### src/rtl/muldiv_seq_pkg.sv
// Shared encodings for the multi-cycle MUL/DIVU/REMU sequencer: ALU op codes,
// sequencer op codes and FSM states.
package muldiv_seq_pkg;

   localparam logic [4:0] IADD = 5'h00;
   localparam logic [4:0] ISUB = 5'h01;
   localparam logic [4:0] IGEU = 5'h0b;

   localparam logic [1:0] MD_MUL  = 2'b00;
   localparam logic [1:0] MD_DIVU = 2'b01;
   localparam logic [1:0] MD_REMU = 2'b10;
   localparam logic [1:0] MD_RSV  = 2'b11;

   typedef enum logic [2:0] {
      S_IDLE    = 3'd0,
      S_MUL     = 3'd1,
      S_DIV_CMP = 3'd2,
      S_DIV_SUB = 3'd3,
      S_DONE    = 3'd4
   } state_t;

endpackage

### src/rtl/muldiv_seq.sv
// Shift-add multiplier and restoring divider that borrow the shared ALU for
// every add, subtract and compare; one ALU op per cycle, fixed latency.
module muldiv_seq
   import muldiv_seq_pkg::*;
(
   input  logic        clk,
   input  logic        rst,
   input  logic        start,
   input  logic [1:0]  op,
   input  logic [31:0] opa,
   input  logic [31:0] opb,
   output logic        busy,
   output logic        done,
   output logic [31:0] result,
   output logic [31:0] alu_a,
   output logic [31:0] alu_b,
   output logic [4:0]  alu_c,
   input  logic [31:0] alu_y
);

   state_t      state;
   logic [1:0]  op_q;
   logic [4:0]  cnt;
   logic [31:0] acc, mcand, mplier;
   logic [31:0] quo, rem, divisor;
   logic        ge_q;

   logic [31:0] sh;
   logic        ge;
   logic        last;

   assign sh   = {rem[30:0], quo[31]};
   // rem[31] set means the shifted value needs a 33rd bit, so it must exceed the divisor
   assign ge   = rem[31] | alu_y[0];
   assign last = (cnt == 5'd31);

   always_comb begin
      alu_a = '0;
      alu_b = '0;
      alu_c = IADD;
      case (state)
         S_MUL: begin
            alu_a = acc;
            alu_b = mplier[0] ? mcand : 32'd0;
         end
         S_DIV_CMP: begin
            alu_a = sh;
            alu_b = divisor;
            alu_c = IGEU;
         end
         S_DIV_SUB: begin
            alu_a = rem;
            alu_b = divisor;
            alu_c = ISUB;
         end
         default: ;
      endcase
   end

   always_ff @(posedge clk) begin
      if (rst) begin
         state   <= S_IDLE;
         op_q    <= '0;
         cnt     <= '0;
         acc     <= '0;
         mcand   <= '0;
         mplier  <= '0;
         quo     <= '0;
         rem     <= '0;
         divisor <= '0;
         ge_q    <= 1'b0;
         busy    <= 1'b0;
         done    <= 1'b0;
         result  <= '0;
      end else begin
         done <= 1'b0;
         case (state)
            S_IDLE: if (start) begin
               op_q    <= op;
               cnt     <= '0;
               acc     <= '0;
               mcand   <= opa;
               mplier  <= opb;
               quo     <= opa;
               rem     <= '0;
               divisor <= opb;
               ge_q    <= 1'b0;
               busy    <= 1'b1;
               case (op)
                  MD_MUL:           state <= S_MUL;
                  MD_DIVU, MD_REMU: state <= S_DIV_CMP;
                  default: begin
                     state  <= S_DONE;
                     done   <= 1'b1;
                     result <= '0;
                  end
               endcase
            end
            S_MUL: begin
               acc    <= alu_y;
               mcand  <= mcand << 1;
               mplier <= mplier >> 1;
               if (last) begin
                  state  <= S_DONE;
                  done   <= 1'b1;
                  result <= alu_y;
               end else begin
                  cnt <= cnt + 5'd1;
               end
            end
            S_DIV_CMP: begin
               rem   <= sh;
               quo   <= {quo[30:0], ge};
               ge_q  <= ge;
               state <= S_DIV_SUB;
            end
            S_DIV_SUB: begin
               if (ge_q) rem <= alu_y;
               if (last) begin
                  state  <= S_DONE;
                  done   <= 1'b1;
                  result <= (op_q == MD_REMU) ? (ge_q ? alu_y : rem) : quo;
               end else begin
                  cnt   <= cnt + 5'd1;
                  state <= S_DIV_CMP;
               end
            end
            default: begin
               state <= S_IDLE;
               busy  <= 1'b0;
            end
         endcase
      end
   end

endmodule

### config.mk
export PLATFORM = sky130hd
export DESIGN_NAME = muldiv_seq
export DESIGN_NICKNAME = d
export VERILOG_FILES = /design/src/rtl/muldiv_seq_pkg.sv /design/src/rtl/muldiv_seq.sv
export SDC_FILE = /design/constraint.sdc
export NUM_CORES = 1
export LEC_CHECK = 0
export BUFFER_PORTS_ARGS = -buffer_cell sky130_fd_sc_hd__clkbuf_2
export CAP_MARGIN = 20
export CELL_PAD_IN_SITES_DETAIL_PLACEMENT = 0
export CELL_PAD_IN_SITES_GLOBAL_PLACEMENT = 2
export CORE_AREA = 2 2 185 187
export CTS_BUF_LIST = sky130_fd_sc_hd__clkbuf_2
export DETAILED_ROUTE_END_ITERATION = 6
export DIE_AREA = 0 0 187 189
export PLACE_DENSITY_LB_ADDON = 0.12
export SYNTH_ARGS = -nofsm -noshare
export SYNTH_HDL_FRONTEND = slang
export SYNTH_SLANG_ARGS = --single-unit
### constraint.sdc
create_clock -name clk -period 2.4 [get_ports clk]
set_clock_uncertainty 0.05 [all_clocks]
set_input_delay 0.48 -clock clk [delete_from_list [all_inputs] [get_ports clk]]
set_output_delay 0.48 -clock clk [all_outputs]
set_load 0.05 [all_outputs]
* Word-level counts from Yosys, hierarchy flattened
Index checks and enable logic that the tools add are counted.
Word-level totals: register bits 237
Cells by class: $add $sub $neg 1, equality and inequality tests 12, mux-type cells 35, bitwise logic cells 2, reductions and logical operators 20
Operators by type and width (count):
- 2-to-1 mux 32 bit | 10
- case mux 32 bit (2 select lines) | 5
- case mux 32 bit (3 select lines) | 3
- case mux 3 bit (4 select lines) | 1
- AND reduction 2 bit | 6
- 2-to-1 mux 5 bit | 2
- inequality test 2 bit, second input constant | 5
- case mux 5 bit (2 select lines) | 1
- 2-to-1 mux 3 bit | 3
- case mux 4 bit (2 select lines) | 1
- == test 3 x 2 -> 1 bit, second input constant | 2
- case mux 1 bit (2 select lines) | 3
- case mux 3 bit (2 select lines) | 1
- nonzero test 2 bit | 3
- nonzero test 3 bit | 2
- OR reduction 2 bit | 3
- OR reduction 3 bit | 2
- adder 5 x 1 -> 5 bit, second input constant | 1
- == test 5 bit, second input constant | 1
- 2-to-1 mux 1 bit | 5
- AND reduction 5 bit | 1
- == test 2 bit, second input constant | 2
- == test 3 x 1 -> 1 bit, second input constant | 1
- zero test 3 bit | 1
- 5 further kinds | 5

* Logic depth before layout (Yosys ltp)
Gate-level depths: netlist of the first run.
depth after elaboration 5, mapped depth 9, mapped depth without buffers 7

* Worst setup path after synthesis of the first run
No wires, ideal clock.
path type reg-to-output, start point register state[1], end point output port alu_a[30], arrival time 2.338 ns, data required time 1.870 ns, setup slack -0.468 ns, stages on the path, launching flop included 5, cell sequence dfxtp_1 -> buf_2 -> buf_1 -> nand2_1 -> a311oi_1
On the way: longest elaborated chain between the ends 2, elaborated cells between the ends (all ways) 4, classes of those cells eq/ne: 3; mux: 1
RTL lines:
- start: declaration | RTL line muldiv_seq.sv:21 | state_t state;
- start signal: assignment | RTL line muldiv_seq.sv:62 | state <= S_IDLE;
- start signal: assignment | RTL line muldiv_seq.sv:90 | MD_MUL: state <= S_MUL;
- start signal: assignment | RTL line muldiv_seq.sv:91 | MD_DIVU, MD_REMU: state <= S_DIV_CMP;
- == test 3 x 2 -> 1 bit or == test 3 x 1 -> 1 bit (tied branches) | RTL line muldiv_seq.sv:41 | case (state)
- case mux 32 bit (3 select lines) (*) | RTL line muldiv_seq.sv:41
- end: declaration | RTL line muldiv_seq.sv:15 | output logic [31:0] alu_a,
Mark *: on every way between the ends. The rest lies on a longest branch, timed or not.

* Final worst setup path of the first run
start point register state[1], end point output port alu_b[1]
On the way: longest elaborated chain between the ends 3, elaborated cells between the ends (all ways) 5, classes of those cells eq/ne: 3; mux: 1; reduce/logical: 1
RTL lines:
- == test 3 x 2 -> 1 bit | RTL line muldiv_seq.sv:41
- OR reduction 2 bit (no source line)
- case mux 32 bit (2 select lines) (*) | RTL line muldiv_seq.sv:41
- end: declaration | RTL line muldiv_seq.sv:16 | output logic [31:0] alu_b,
Marked as above.

==> summary.md, run 1 <==
| Metric | Value |
|---|---|
| Syn Std Cell Area | `10900 um^2` |
| Register bit total from synthesis | `approximately 240` |
| Gr usage total | `21.8%` |
| Pre-Repair DR Iteration Count | `5` |
| CP Class | `flop to output port` |
| CTS max path bufs | `3` |
| Die Span Y | `189 um` |
| Port buffer count | `roughly 200` |
| Crit path max-delay family | `simple AND/OR/NAND/NOR gates` |
| Clock Latency Late Sink | `a little over 0.8 ns` |
| DRT Wirelength | `about 40000 um` |
| Syn. warnings | `0` |
| Worst EP arrival | `roughly 2.2 ns` |
| # setup viols final | `between 60 and 70` |
| Initial DRC count | `between 700 and 800` |
| Fmax | `372 MHz` |
| Number of global-route vias before repair | `approximately 11000` |
| CTS tree | `built` |
| Layout cells sized above 1 | `about 30%` |
| Pre-CTS WS | `0.333 ns` |
| Slew margin rel. | `a little over half` |
| Most common cell after layout, fill and taps aside | `nand2_1` |
| Fin worst setup slack | `-0.288 ns` |
| Final worst-path cycle share | `112%` |
| CTS root buf | `clkbuf_2` |
| Cell Pwr Density | `740 nW/um^2` |
| Initial Util | `approximately a third` |
| Clock Sinks | `237` |
| DRC Markers | `0` |
| Crit path cell chain | `nor3b_4, and2_4, buf_16, a22o_1, buf_12` |
| Max Cap Viol | `0` |
| WL/cell | `~19 um` |
| CTS H-tree depth | `3` |
| Slew Limit Fails | `0` |
| RSZ-0062 raised after global routing | `true` |
| Antenna violations before repair | `1` |
| Tmin final | `between 2 and 3 ns` |
| Critical Path Source Type | `flop` |
| Largest net degree at the start of global routing | `between 90 and 100` |
| GPL Wtd Cong | `approximately 0.74` |
| VDD IR max | `0.364 mV` |
| CTS Buf Count | `70` |
| Final hold vios | `0` |
| Total die area | `roughly 35000 um^2` |
| Antenna Nets Post-Route | `0` |
| Core Area | `approximately 33000 um^2` |
| Worst-margin pin slew | `roughly 0.7 ns` |
| Final Power | `~0.012 W` |
| CP max stage delay | `roughly 0.41 ns` |
| Seq/Total Area, Yosys | `a little over two fifths` |
| Post-synthesis cell count | `approximately 1400` |
| Critical path buffers and inverters | `2` |
| CP max FO | `8` |
| Post-DP Area | `between 10000 and 15000 um^2` |
| Total grt overflow | `0` |
| Area added between synthesis and finish | `45.3%` |
| Cells after DPL | `between 1500 and 2000` |
| First-pass GRT wire length | `just over 60000 um` |
| CP max stage cell | `dfxtp_4` |
| Post-synthesis cell type count | `40` |
| Static leakage | `around 6 nW` |
| Routed vias/inst | `5.14` |
| HPWL Detailed | `24400 um` |
| IO Count | `204` |
| Synthesized area per cell | `between 7 and 8 um^2` |
| Final instance area | `15900 um^2` |
| Fin cells | `2174` |
| Clk slew on worst S/H paths | `about 0.09 ns` |
| Die Width | `about 190 um` |
| CP Capture Type | `output port` |
| Failing checks | `setup timing` |
| Vias | `11200` |
| Most frequent cells in the layout | `339 x nand2_1, 235 x clkbuf_2, 233 x dfxtp_1` |
| Net count, final | `roughly 1800` |
| Worst Hold Class | `input port to flop` |
| Status | `finished, violations left` |
| Required time of the worst setup path | `about 1.9 ns` |
| Rows | `67` |
## routing by layer
metal,GRT usage [%],up-vias,routed length (um)
li1,-,5549,-
met1,27.8,5276,18300
met2,38.0,289,20100
met3,3.45,59,1900
met4,6.59,0,682
met5,0,-,0
## cells in the mapped netlist (all sizes together)
cell type / instances / share of area (%)
buf: 53 / 2.7
nand2b: 5 / 0.31
nor3: 4 / 0.18
a211oi: 30 / 2.1
and3: 2 / 0.11
and2: 1 / 0.057
o21bai: 1 / 0.069
mux2i: 30 / 2.8
mux2: 34 / 3.5
and3b: 1 / 0.080
nor2b: 3 / 0.17
nor3b: 3 / 0.30
a22o: 32 / 2.6
or3: 1 / 0.057
clkbuf: 79 / 2.7
nor4b: 1 / 0.22
a222oi: 32 / 2.9
ha: 5 / 0.57
nand2: 340 / 12
inv: 37 / 1.3
a21o: 1 / 0.069
nor2: 65 / 2.3
a21oi: 138 / 6.3
a41oi: 1 / 0.080
a311oi: 19 / 1.5
o21a: 32 / 2.2
dfxtp: 237 / 43
a2111oi: 1 / 0.080
a31oi: 110 / 6.3
a22oi: 2 / 0.14
o21ai: 68 / 3.1
conb: 1 / 0.034
## final cells by class
class,instances,area [um^2]
timing repair buffer,373,3760
inverter,37,154
multi-input combinational,964,6040
fill,3356,17400
clock buffer,102,510
clock inverter,12,72.6
antenna,1,2.50
sequential,237,4760
tap,448,561
## power breakdown
part	total, W	switching [W]	internal [W]
registers	0.00466	0.000331	0.00433
clock network	0.00297	0.00175	0.00122
logic	0.00411	0.00253	0.00158
total	0.0117	0.00460	0.00713
## metrics by stage
step | setup TNS (ns) | utilization, % | hold slack (ns)
after global placement | 0 | 39.3 | 0.392
after global routing | -21.37 | 47.6 | 0.171
after floorplan | 0 | - | 0.382
final | -15.15 | 47.6 | 0.177
after CTS | -24.58 | 45.2 | 0.0907
after detailed placement | 0 | 39.3 | 0.396
## worst paths after layout
check | startpoint | to | slack (ns) | cells past startpoint
min reg2reg | mplier[30] | mplier[29] | 0.40 | 2
max | state[1] | alu_b[1] | -0.29 | 5
max reg2reg | state[2] | quo[25] | 0.30 | 7
min | start | state[1] | 0.18 | 5
## cells by family after synthesis
kind of cell,share of synthesized area (%)
AO/OA/AOI/OAI,27.5
adder cells (fa/ha/maj),0.574
buffers and inverters,6.69
flip-flops,43.5
multiplexers,6.26
other,0.0344
AND/OR/NAND/NOR,15.5
## worst min-delay path: cells and delay by family
kind	cells	cell delay (ns)
and+or+nand+nor	2	0.20
buffers and inverters	1	0.15
AOI/OAI and AO/OA	2	0.12
## state kept, by name (all words and copies together) (netlist names)
register	cells
busy	1
quo	32
ge_q	1
mcand	32
state	3
divisor	32
acc	32
op_q	2
cnt	5
rem	32
done	1
mplier	32
result	32
## repair_timing
action | CTS | global route
setup endpoints to repair | 67 | 67
cloned | 1 | 9
gates resized for setup | 74 | 95
pin swaps | 7 | 26
buffers inserted | 6 | 20
hold endpoints to repair | 213 | 0
hold buffers | 99 | 0
(Power assumes the default switching activity.)
==> run 2: changes to the inputs <==
--- a/config.mk
+++ b/config.mk
@@ -5,14 +5,15 @@
 export SDC_FILE = /design/constraint.sdc
 export NUM_CORES = 1
 export LEC_CHECK = 0
+export ABC_AREA = 1
 export BUFFER_PORTS_ARGS = -buffer_cell sky130_fd_sc_hd__clkbuf_2
 export CAP_MARGIN = 20
 export CELL_PAD_IN_SITES_DETAIL_PLACEMENT = 0
 export CELL_PAD_IN_SITES_GLOBAL_PLACEMENT = 2
-export CORE_AREA = 2 2 185 187
+export CORE_AREA = 2 2 195 197
 export CTS_BUF_LIST = sky130_fd_sc_hd__clkbuf_2
 export DETAILED_ROUTE_END_ITERATION = 6
-export DIE_AREA = 0 0 187 189
+export DIE_AREA = 0 0 197 199
 export PLACE_DENSITY_LB_ADDON = 0.12
 export SYNTH_ARGS = -nofsm -noshare
 export SYNTH_HDL_FRONTEND = slang
==> run 2 against run 1 <==
The flow still finishes with violations (setup timing). First-iteration DRC count fell by 15%. Non-clock buffer count rose by 33. Die area rose by 11%. Synthesized cell count rose by 30%. Critical path depth rose by 1. Combinational power rose by 54%.
==> summary.md, run 2 <==
| Metric | Value |
|---|---|
| R2R Path End | `acc[14]` |
| CP Capture Type | `output port` |
| Syn Std Cell Area | `about 11000 um^2` |
| VDD IR max | `0.529 mV` |
| Required time of the worst setup path | `1.87 ns` |
| CTS Buf Count | `73` |
| Psw | `0.00633 W` |
| Fin worst setup slack | `-0.472 ns` |
| Comb power frac | `about 43%` |
| Antenna Nets Post-Route | `0` |
| CTS root buf | `clkbuf_2` |
| Count leader, synth | `nand2_1` |
| RSZ-0062 raised after global routing | `true` |
| CTS tree | `built` |
| Crit path cell chain | `buf_4, nor2_4, inv_4, buf_12, o211ai_1, clkbuf_16` |
| DRT Wirelength | `~45000 um` |
| Fmax | `approximately 350 MHz` |
| Setup_tns | `-27.29 ns` |
| Cell internal pwr | `about 0.0083 W` |
| Clock Sinks | `~240` |
| CP max stage delay | `0.36 ns` |
| Critical Path Source Type | `flop` |
| Total grt overflow | `0` |
| Hold Startpoint | `opb[25]` |
| R2r setup slk | `around 0.28 ns` |
| CP Class | `flop to output port` |
| Cell taking the most area after synthesis | `dfxtp_1` |
| Worst-case reg-to-reg path depth | `9` |
| R2R Path Start | `state[2]` |
| End of the worst hold path | `divisor[25]` |
| Register bit total from synthesis | `between 200 and 250` |
| Die Width | `just under 200 um` |
| Pre-Repair DR Iteration Count | `5` |
| HPWL Detailed | `approximately 29000 um` |
| Fraction of registers with async set/reset | `0%` |
| Core Area | `about 37000 um^2` |
| Worst hold path depth | `4` |
| Port buffer count | `approximately 200` |
| Post-synthesis cell count | `1773` |
| WL/cell | `about 17 um` |
| CP max FO | `16` |
| CTS H-tree depth | `3` |
| Cells after DPL | `roughly 2400` |
| Syn. warnings | `0` |
| Max Cap Viol | `0` |
| Clk slew on worst S/H paths | `0.08 ns` |
| Most frequent cells in the layout | `619 x nand2_1, 233 x dfxtp_1, 233 x clkbuf_2` |
| DRC Markers | `0` |
| Worst Hold Class | `input port to flop` |
| # setup viols final | `between 60 and 70` |
| Rows | `slightly above 70` |
| Post-synthesis cell type count | `26` |
| IO Count | `between 200 and 250` |
| CTS max path bufs | `3` |
| Status | `finished, violations left` |
| Routed vias/inst | `between 4 and 5` |
| Worst-margin pin slew | `~0.72 ns` |
| Seq/Total Area, Yosys | `between 40% and 50%` |
| Synthesized area per cell | `~6.4 um^2` |
| Synth area leaders | `dfxtp_1 42%, nand2_1 23%, inv_1 5.2%, o21ai_0 4.9%, a21oi_1 4.8%` |
| Layout cells sized above 1 | `roughly 25%` |
| Die Span Y | `between 150 and 200 um` |
| Largest net degree at the start of global routing | `120` |
| Net Sw Frac | `a little over two fifths` |
| First-pass GRT wire length | `a little under 70000 um` |
| GPL Wtd Cong | `~0.80` |
| Clock Latency Late Sink | `0.92 ns` |
| Synth cell count leaders | `691 x nand2_1, 237 x dfxtp_1, 157 x inv_1, 138 x nor2_1, 111 x o21ai_0` |
| Antenna violations before repair | `2` |
| Slew margin rel. | `51.8%` |
| Initial DRC count | `602` |
| Most common cell after layout, fill and taps aside | `nand2_1` |
| Vias | `around 13000` |
| Fin cells | `around 2700` |
| Net count, final | `2247` |
| Number of global-route vias before repair | `between 10000 and 15000` |
| Fillers | `3967` |
| CP max stage cell | `dfxtp_4` |
| Slew Limit Fails | `0` |
| Total die area | `39200 um^2` |
| Area added between synthesis and finish | `50.4%` |
| Final hold vios | `0` |
| Static leakage | `8.25 nW` |
| Synth top area share | `a little over two fifths` |
| Power share of the clock group | `22.4%` |
| Initial Util | `~31%` |
| Gr usage total | `between 20% and 30%` |
| Number of enable flip-flop cells after synthesis | `0` |
| Tmin final | `roughly 2.9 ns` |
| Share of power burned in registers | `roughly 34%` |
| Final worst-path cycle share | `120%` |
| Top_reg_cell synth | `dfxtp_1` |
| Failing checks | `setup timing` |
| Worst EP arrival | `roughly 2.3 ns` |
| Cell Pwr Density | `~850 nW/um^2` |
==> run 2: cell types whose count changed after synthesis, sizes merged, moves of 32 or more <==
cell and change:
a222oi -32, a22o -32, a31oi -96, inv +125, mux2 -34, nand2 +351, nand3 +70, nor2 +78
o211ai +32, o21a -32, o21ai +69
==> run 2: cell families (layout without fill, tap and decap cells) <==
logic type	after synthesis	count (layout)	share of synthesized area, %
compound gates	328	328	16.1
simple gates	925	925	31.7
fa+ha+maj	5	5	0.549
other cells	1	4	0.0329
flops	237	237	41.6
buf+inv	277	683	9.99
==> run 2: layout make-up <==
class | instances | area (um^2) | area share (%)
clock inverters | 15 | 149 | 0.869
diodes | 2 | 5.00 | 0.0292
clock buffers | 99 | 495 | 2.89
multi-input cells | 1260 | 6080 | 35.5
flip-flops and latches | 237 | 4760 | 27.8
well taps | 474 | 593 | 3.46
repair buffers | 406 | 4420 | 25.8
inverters | 163 | 638 | 3.72
==> run 2: worst max-delay path by stage <==
stage                  start   endpoint
floorplan           state[1]  alu_b[22]
global placement    state[0]   alu_a[2]
detailed placement  state[0]   alu_a[2]
CTS                 state[2]  alu_a[29]
global route        state[2]  alu_b[11]
finish              state[2]  alu_a[18]
==> run 2: worst max-delay path: cells and delay by family (launching register included) <==
| family | cells | cell delay [ns] |
|---|---|---|
| buf+inv | 4 | 0.63 |
| compound gates | 1 | 0.33 |
| simple gates | 1 | 0.10 |
| flops | 1 | 0.36 |
==> run 2: power by group through the flow <==
stage	Combinational, W	Sequential [W]	Clock [W]
2_1_floorplan	0.00288	0.00562	0
3_3_place_gp	0.00534	0.00502	0
6_report	0.00633	0.00499	0.00327
3_5_place_dp	0.00536	0.00503	0
5_1_grt	0.00689	0.00507	0.00363
4_1_cts	0.00630	0.00497	0.00343
==> run 2: stage by stage <==
| stage | setup WS [ns] | hold slack [ns] | utilization, % | total power, W | area, um^2 |
|---|---|---|---|---|---|
| detailed placement | 0.211 | 0.402 | 37.4 | 0.0104 | 13900 |
| global route | -0.671 | 0.219 | 46.2 | 0.0156 | 17100 |
| floorplan | 0.00163 | 0.389 | - | 0.00850 | 11400 |
| global placement | 0.216 | 0.398 | 37.4 | 0.0104 | 13900 |
| finish | -0.472 | 0.314 | 46.2 | 0.0146 | 17100 |
| CTS | -0.649 | 0.191 | 45.4 | 0.0147 | 16800 |
==> run 2: timing repair <==
| action | 4_1_cts | 5_1_grt |
|---|---|---|
| resized for setup | 171 | 137 |
| hold buffers | 100 | 0 |
| setup buffers | 38 | 11 |
| gates cloned | 9 | 1 |
| pin swaps | 28 | 37 |
| setup endpoints to repair | 67 | 82 |
| endpoints found under the hold margin | 225 | 0 |
==> run 2: layer usage <==
layer	global-route usage, %	routed length (um)
met5	0	0
met4	6.91	1040
met3	4.31	1950
met2	36.8	20300
met1	31.1	21700
==> run 3: changes to the inputs <==
--- a/config.mk
+++ b/config.mk
@@ -14,6 +14,7 @@
 export CTS_BUF_LIST = sky130_fd_sc_hd__clkbuf_2
 export DETAILED_ROUTE_END_ITERATION = 6
 export DIE_AREA = 0 0 197 199
+export MAX_ROUTING_LAYER = met4
 export PLACE_DENSITY_LB_ADDON = 0.12
 export SYNTH_ARGS = -nofsm -noshare
 export SYNTH_HDL_FRONTEND = slang
==> run 3 against run 2 <==
The run still ends with setup timing left. Clock power about the same. Critical path depth unchanged. Routed wire length up 0.11%. Sequential power about the same. Combinational power about the same. Total power about the same. Final area down 0.12%. Critical path type unchanged. Largest cell class unchanged. Largest power group unchanged.
==> summary.md, run 3 (synthesis results as in run 2) <==
| Metric | Value |
|---|---|
| Port buffer count | `roughly 200` |
| R2r setup slk | `0.27 ns` |
| CTS max path bufs | `3` |
| Cells after DPL | `approximately 2400` |
| CP max FO | `16` |
| Die Span Y | `between 150 and 200 um` |
| Worst hold slack | `between 0.3 and 0.4 ns` |
| VDD IR max | `roughly 0.53 mV` |
| CTS root buf | `clkbuf_2` |
| # setup viols final | `67` |
| Area added between synthesis and finish | `50.3%` |
| Fin cells | `about 2700` |
| Hold Startpoint | `opb[25]` |
| GRT met2 Usage | `between 30% and 40%` |
| Fin worst setup slack | `-0.487 ns` |
| Worst-margin pin slew | `about 0.75 ns` |
| Most frequent cells in the layout | `621 x nand2_1, 233 x dfxtp_1, 232 x clkbuf_2` |
| DRC Markers | `0` |
| GR peak layer | `met2` |
| First-pass GRT wire length | `between 60000 and 70000 um` |
| Met3 Use GR | `between 4 and 5%` |
| CTS tree | `built` |
| Final hold vios | `0` |
| Max Cap Viol | `0` |
| Die Width | `approximately 200 um` |
| Core Area | `37100 um^2` |
| Initial Util | `a little under a third` |
| Total die area | `between 30000 and 40000 um^2` |
| Vias | `12600` |
| CP max stage delay | `between 0.3 and 0.4 ns` |
| Required time of the worst setup path | `between 1.5 and 2 ns` |
| Fillers | `3966` |
| R2R Path Start | `state[2]` |
| Worst EP arrival | `roughly 2.4 ns` |
| Final core occ | `about 46%` |
| Clk slew on worst S/H paths | `roughly 0.08 ns` |
| Number of global-route vias before repair | `approximately 12000` |
| CP Class | `flop to output port` |
| IO Count | `~200` |
| Slew Limit Fails | `0` |
| GPL Wtd Cong | `0.810` |
| Worst Hold Class | `input port to flop` |
| Cell Pwr Density | `852 nW/um^2` |
| Clock Latency Late Sink | `approximately 0.92 ns` |
| Tmin final | `just under 3 ns` |
| Crit path cell chain | `buf_4, nor2_4, inv_4, buf_12, o211ai_1, clkbuf_16` |
| Worst-case reg-to-reg path depth | `9` |
| Critical Path Source Type | `flop` |
| DRT Wirelength | `45000 um` |
| Total grt overflow | `0` |
| RSZ-0062 raised after global routing | `true` |
| Rows | `71` |
| Static leakage | `just over 8 nW` |
| Initial DRC count | `between 600 and 700` |
| Clock Sinks | `~240` |
| End of the worst hold path | `divisor[25]` |
| Antenna violations before repair | `2` |
| CP max stage cell | `dfxtp_4` |
| Slew margin rel. | `between 40% and 50%` |
| Most common cell after layout, fill and taps aside | `nand2_1` |
| Antenna Nets Post-Route | `0` |
| Pre-Repair DR Iteration Count | `5` |
| Layout cells sized above 1 | `24.5%` |
| Failing checks | `setup timing` |
| Final Power | `0.0146 W` |
| CTS H-tree depth | `3` |
| CTS Buf Count | `73` |
| Gr usage total | `between 20% and 30%` |
| CP Capture Type | `output port` |
| Largest net degree at the start of global routing | `120` |
| Final worst-path cycle share | `120%` |
| HPWL Detailed | `roughly 29000 um` |
| Net count, final | `2246` |
| Fmax | `between 300 and 400 MHz` |
| Met1 usage in global routing | `a little under a third` |
| Routed vias/inst | `around 4.7` |
| WL/cell | `between 15 and 20 um` |
| Worst hold path depth | `4` |
| Status | `finished, violations left` |
| R2R Path End | `acc[14]` |
run 3: cell types whose count changed in the layout (fill, tap and decap cells not counted), sizes merged:
cell and change:
bufbuf +1, clkbuf -2
run 3: layer usage:
metal | share of wire (%) | vias to the layer above
li1 | - | 6348
met2 | 45 | 348
met1 | 48 | 5821
met4 | 2.2 | 0
met5 | 0 | -
met3 | 4.5 | 76
run 3: cell type report:
class	count	area [um^2]	share of cell area (%)
Antenna cell	2	5.00	0.0292
Timing Repair Buffer	405	4410	25.8
Clock buffer	99	495	2.89
Tap cell	474	593	3.46
Sequential cell	237	4760	27.8
Inverter	163	638	3.73
Multi-Input combinational cell	1260	6070	35.4
Clock inverter	15	149	0.870
run 3: worst max path at each step:
stage                  start         to  slack [ns]  cells past startpoint
floorplan           state[1]  alu_b[22]       0.002                      5
global placement    state[0]   alu_a[2]        0.22                      6
detailed placement  state[0]   alu_a[2]        0.21                      6
CTS                 state[2]  alu_a[29]       -0.65                      8
global route        state[2]  alu_b[12]       -0.67                      9
finish              state[2]  alu_a[18]       -0.49                      6
run 3: worst max-delay path: cells and delay by family (launching register included):
kind / cells / cell delay, ns
buf+inv: 4 / 0.63
flops: 1 / 0.36
compound gates: 1 / 0.33
simple gates: 1 / 0.10
run 3: power breakdown:
group	internal [W]	total (W)	switching (W)
sequential	0.00459	0.00499	0.000404
clock	0.00142	0.00327	0.00185
combinational	0.00226	0.00633	0.00407
total	0.00826	0.0146	0.00632
run 3: what timing repair did:
action | 4_1_cts | 5_1_grt
resized for setup | 171 | 128
buffers inserted | 38 | 9
endpoints found under the hold margin | 225 | 0
pin swaps | 28 | 38
endpoints found under the setup margin | 67 | 82
hold buffers | 100 | 0
cloned | 9 | 2
run 3: metrics by stage:
step / area (um^2) / TNS (ns) / setup slack [ns]
floorplan: 11400 / 0 / 0.00163
global placement: 13900 / 0 / 0.216
detailed placement: 13900 / 0 / 0.211
CTS: 16800 / -38.47 / -0.649
global route: 17100 / -41.06 / -0.670
finish: 17100 / -27.25 / -0.487
